### src/rtl/neuron_sad_pkg.sv
// Shared types and default sizing for the neuron SAD integrate-and-fire stage.
package neuron_sad_pkg;

  localparam int SAMPLE_W    = 8;
  localparam int ACC_W_DEF   = 12;
  localparam int WINDOW_DEF  = 16;
  localparam int REFRACT_DEF = 4;

  typedef enum logic [1:0] {
    ST_IDLE,
    ST_ACCUM,
    ST_FIRE,
    ST_REFRACT
  } state_t;

endpackage

### src/rtl/neuron_sat_add.sv
// Unsigned ACC_W-bit + sample-width saturating adder (combinational).
module neuron_sat_add
  import neuron_sad_pkg::*;
#(
  parameter int ACC_W = ACC_W_DEF
) (
  input  logic [ACC_W-1:0]    a,
  input  logic [SAMPLE_W-1:0] b,
  output logic [ACC_W-1:0]    sum
);

  logic [ACC_W:0] wide;

  always_comb begin
    wide = (ACC_W+1)'(a) + (ACC_W+1)'(b);
    sum  = wide[ACC_W] ? '1 : wide[ACC_W-1:0];
  end

endmodule

### src/rtl/neuron_sad_integrator.sv
// Windowed saturating integrate-and-fire stage with refractory hold-off.
module neuron_sad_integrator
  import neuron_sad_pkg::*;
#(
  parameter int WINDOW  = WINDOW_DEF,
  parameter int ACC_W   = ACC_W_DEF,
  parameter int REFRACT = REFRACT_DEF
) (
  input  logic                clk,
  input  logic                rst,
  input  logic [SAMPLE_W-1:0] in_data,
  input  logic                in_valid,
  output logic                in_ready,
  input  logic [ACC_W-1:0]    threshold,
  output logic [ACC_W-1:0]    sad_out,
  output logic                sad_valid,
  output logic                spike
);

  localparam int CW = $clog2(WINDOW + 1);
  localparam int RW = $clog2(REFRACT + 1);
  localparam logic [CW-1:0] LAST_CNT = CW'(WINDOW - 1);

  state_t            state, state_nx;
  logic [ACC_W-1:0]  acc;
  logic [ACC_W-1:0]  acc_sum;
  logic [CW-1:0]     cnt;
  logic [RW-1:0]     rcnt;
  logic              accept;
  logic              last;

  neuron_sat_add #(.ACC_W(ACC_W)) u_sat_add (
    .a   (acc),
    .b   (in_data),
    .sum (acc_sum)
  );

  assign accept = in_valid && in_ready;
  assign last   = (state == ST_ACCUM) && accept && (cnt == LAST_CNT);

  always_ff @(posedge clk or posedge rst) begin
    if (rst) state <= ST_IDLE;
    else     state <= state_nx;
  end

  always_comb begin
    state_nx = state;
    case (state)
      ST_IDLE:    if (accept) state_nx = ST_ACCUM;
      ST_ACCUM:   if (last) state_nx = ST_FIRE;
      // spike is registered, so it already reflects this window during FIRE
      ST_FIRE:    state_nx = spike ? ST_REFRACT : ST_IDLE;
      ST_REFRACT: if (rcnt == RW'(1)) state_nx = ST_IDLE;
      default:    state_nx = ST_IDLE;
    endcase
  end

  always_comb begin
    in_ready = 1'b0;
    if (!rst && (state == ST_IDLE || state == ST_ACCUM)) in_ready = 1'b1;
  end

  always_ff @(posedge clk or posedge rst) begin
    if (rst) begin
      acc       <= '0;
      cnt       <= '0;
      rcnt      <= '0;
      sad_out   <= '0;
      sad_valid <= 1'b0;
      spike     <= 1'b0;
    end else begin
      sad_valid <= 1'b0;
      spike     <= 1'b0;
      case (state)
        ST_IDLE: begin
          if (accept) begin
            acc <= ACC_W'(in_data);
            cnt <= CW'(1);
          end
        end
        ST_ACCUM: begin
          if (accept) begin
            acc <= acc_sum;
            cnt <= cnt + CW'(1);
          end
          if (last) begin
            sad_out   <= acc_sum;
            sad_valid <= 1'b1;
            spike     <= (acc_sum >= threshold);
          end
        end
        ST_FIRE: begin
          acc <= '0;
          cnt <= '0;
          if (spike) rcnt <= RW'(REFRACT);
        end
        ST_REFRACT: rcnt <= rcnt - RW'(1);
        default: ;
      endcase
    end
  end

endmodule

### config.mk
export PLATFORM = sky130hd
export DESIGN_NAME = neuron_sad_integrator
export DESIGN_NICKNAME = d
export VERILOG_FILES = /design/src/rtl/neuron_sad_pkg.sv /design/src/rtl/neuron_sat_add.sv /design/src/rtl/neuron_sad_integrator.sv
export SDC_FILE = /design/constraint.sdc
export NUM_CORES = 1
export LEC_CHECK = 0
export BUFFER_PORTS_ARGS = -buffer_cell sky130_fd_sc_hd__buf_2
export CAP_MARGIN = 40
export CORE_MARGIN = 2
export CORE_UTILIZATION = 42
export CTS_BUF_LIST = sky130_fd_sc_hd__clkbuf_16
export CTS_CLUSTER_DIAMETER = 30
export DETAILED_ROUTE_END_ITERATION = 7
export GPL_TIMING_DRIVEN = 0
export PLACE_DENSITY_LB_ADDON = 0.08
export SETUP_SLACK_MARGIN = 0.05
export SLEW_MARGIN = 40
export SYNTH_ARGS = -nofsm -noshare
export SYNTH_HDL_FRONTEND = slang
export SYNTH_SLANG_ARGS = --single-unit
### constraint.sdc
create_clock -name clk -period 5.05 [get_ports clk]
set_input_delay 0.2525 -clock clk [delete_from_list [all_inputs] [get_ports clk]]
set_output_delay 0.2525 -clock clk [all_outputs]
set_load 0.05 [all_outputs]
==> impl_results.md <==
* Antenna diodes at 0
* Via count at 2186
* H-Tree Depth at 2
* HP Class: in2reg
* Unrepaired setup endpoints after global routing: no
* DR iter-0 viols at 126
* Flops & latches, synth at 36
* Final hold slack at 0.2573 ns
* Cell count after synthesis at 286
* Final HPWL DP at 4.610 mm
* Synth unique cells at 51
* Skew final at 0.002107 ns
* Post-Syn Area per Cell at 9.012 sq um
* Post-synthesis mux area share at 0.01311
* Synth top area share at 0.3495
* Pin count of the biggest net entering global routing at 15
* Total GRT Usage at 0.1993
* # rows at 28
* CP endpoint kind: flip-flop
* Drc violations at 0
* Pre-CTS setup slack at 1.697 ns
* Worst skew pair latency at 0.28 ns
* CTS Buf Count at 5
* Area growth, synth to finish at 19.71%
* Count of warnings emitted by yosys at 0
* Syn nets at 338
* Clock Root Buffer: clkbuf_16
* Yosys top cell by area: dfrtp_1
* CTS clock-pin slew for the worst setup and hold paths at 0.06 ns
* Area of the die at 0.006779 sq mm
* Initial core utilization at 0.4353
* Core area at 0.005921 sq mm
* Number of global-route vias before repair at 2094
* Post-synth EDFFs at 0
* GPL Wtd Cong at 0.7906
* Total gr overflow at 0
* Complex-gate fraction of the synthesized area at 0.2510
* Crit share post-route at 0.6709
* Cell with the most instances after synthesis: dfrtp_1
* Synth Area in Simple Gates at 0.1660
* CTS Sinks at 36
* Main area contributors after synthesis: dfrtp_1, ha_1, a21oi_1, o21ai_0, inv_1
* Synth Area in Adders at 0.1437
* Count of pins over their slew limit at 0
* # IOs at 38
* Status: completed
* MaxCap Viol Count at 0
* Worst IR Drop VDD at 0.3902 mV
* Final setup viols at 0
* First-pass GRT wire length at 10.09 mm
* Min cycle time layout at 3.388 ns
* Final wirelength at 5.986 mm
* Worst setup margin at 1.662 ns
* Register area share after synthesis at 0.3495
* Post-Route Utilization at 0.5211
* Lkg Pwr at 0.001528 uW
* TritonCTS clock tree: yes
* Die span in y at 82.34 microns
* Clock Path Buffers at 2
* Initial antenna violation count at 0
* Final hold violations at 0
* Async SR Flop Fraction at 1.000
* CP Max Fanout at 9
* Critical Path Start Type: flip-flop
* PostCTS Resize Cnt at 0
* Max Clock Freq at 0.2951 GHz
* Worst-margin pin slew at 0.5597 ns
* Req. time, crit path at 5.21 ns
* Crit Path Category: reg2reg
* Setup TNS Final at 0 ns
* Synth Cell Area at 0.002577 sq mm
* Primary FF master, synth: dfrtp_1
* Antenna viol nets, final at 0
* Largest family of logic cells by synthesized area: compound AO/OA/AOI/OAI gates
* Mean routed wirelength per cell at 14.64 microns
* Synth cell count leaders: dfrtp_1, ha_1, a21oi_1, inv_1
* Final nets at 385
* Slew Limit Headroom at 0.6268
* Die Wd at 82.34 microns
* Post-DR vias/cell at 5.345
* Ratio of cells with drive above 1 in the final layout at 0.2066
* CP arrival at 3.55 ns
* Synth Area in XOR/XNOR at 0.02039
* Detailed Routing Iterations Pass 1 at 4
* Post-CTS Setup Inserts at 0
* IO Port Bufs at 37
* Pwr/cell area at 590.1 mW/mm^2
==> layout make-up <==
class                           count  area, sq um
Clock inverter                      3        38.79
Buffer                             10        55.05
Fill cell                         578         2835
Clock buffer                        5        125.1
Multi-Input combinational cell    216         1531
Sequential cell                    36        900.9
Tap cell                           75        93.84
Timing Repair Buffer               40        250.2
Inverter                           24        90.09
==> power breakdown <==
part / switching [uW] / total [uW] / leakage [uW] / internal (uW)
clock network: 118 / 348 / 0.0000850 / 230
logic: 636 / 1050 / 0.000973 / 414
registers: 58.5 / 422 / 0.000470 / 363
total: 813 / 1820 / 0.00153 / 1010
==> metal layers <==
| layer | share of wire | vias to the layer above | GRT usage |
|---|---|---|---|
| li1 | - | 1120 | - |
| met1 | 0.46 | 1033 | 0.2495 |
| met2 | 0.51 | 28 | 0.3516 |
| met3 | 0.029 | 5 | 0.03696 |
| met4 | 0.0084 | 0 | 0.05000 |
| met5 | 0 | - | 0 |
==> what timing repair did <==
action / in CTS / in global routing
endpoints found under the hold margin: 9 / 0
hold buffers: 1 / 0
endpoints found under the setup margin: 0 / 0
==> registers in the layout (all words and copies together), names as in the netlist <==
signal / count
rcnt: 3
sad_out: 12
sad_valid: 1
acc: 12
spike: 1
state: 2
cnt: 5
==> metrics by stage <==
| step | power [uW] | cells | area [sq um] |
|---|---|---|---|
| floorplan | 1230 | 286 | 2577 |
| global placement | 1460 | 398 | 2856 |
| detailed placement | 1479 | 400 | 2912 |
| CTS | 1840 | 409 | 3085 |
| global route | 2011 | 409 | 3085 |
| finish | 1821 | 409 | 3085 |
==> critical path: stages, from the launching register on <==
cell and delay (ns):
dfrtp_1 0.37, ha_1 0.22, fa_1 0.45, a211o_1 0.33
o211ai_2 0.12, a211oi_4 0.16, nor3_1 0.34, nor2_1 0.09
ha_1 0.30, a211o_1 0.33, a21oi_1 0.11, o21ai_0 0.15
o221a_2 0.31
==> cells by family (layout without fill, tap and decap cells) <==
family | after synthesis | count (layout)
adders and majority gates | 29 | 29
and+or+nand+nor | 82 | 82
muxes | 3 | 3
AOI/OAI and AO/OA | 96 | 96
xor gates and xnor gates | 6 | 6
DFF | 36 | 36
buffers and inverters | 34 | 82
==> worst paths after layout <==
check / start / end / slack [ns] / cells past startpoint
worst max register to register: acc[0] / spike / 1.66 / 12
min in group asynchronous: rst / cnt[4] / 0.49 / 3
worst min register to register: sad_out[11] / sad_out[11] / 0.48 / 2
worst min-delay path: in_data[2] / acc[2] / 0.26 / 3
worst max-delay path: acc[0] / spike / 1.66 / 12
max in group asynchronous: rst / acc[11] / 4.05 / 5
==> cell usage in the layout (no fill, tap or decap), types with 2 or more instances in the layout <==
master     count
o21ai_1        2
o22ai_1        2
o21a_1         4
nor3b_1        2
xor2_1         2
and2_1         3
a41oi_1        2
mux2_2         3
dfrtp_1       36
nand2_1       22
a31oi_1       11
a211o_1        2
xnor2_1        4
buf_2         39
nand3_1        8
buf_6          2
a21o_1         3
o31ai_1        4
clkbuf_16      5
o21ai_2        4
nor3_1         3
o21ai_0       22
ha_1          28
nor2_1        19
buf_16         2
nand2b_1      10
inv_1         24
o31a_1         2
o22a_1         2
nor2b_1        4
a41o_1         2
clkbuf_1       6
or2_1          3
a21oi_1       24
Note: power is estimated with default switching activity, not from simulation.
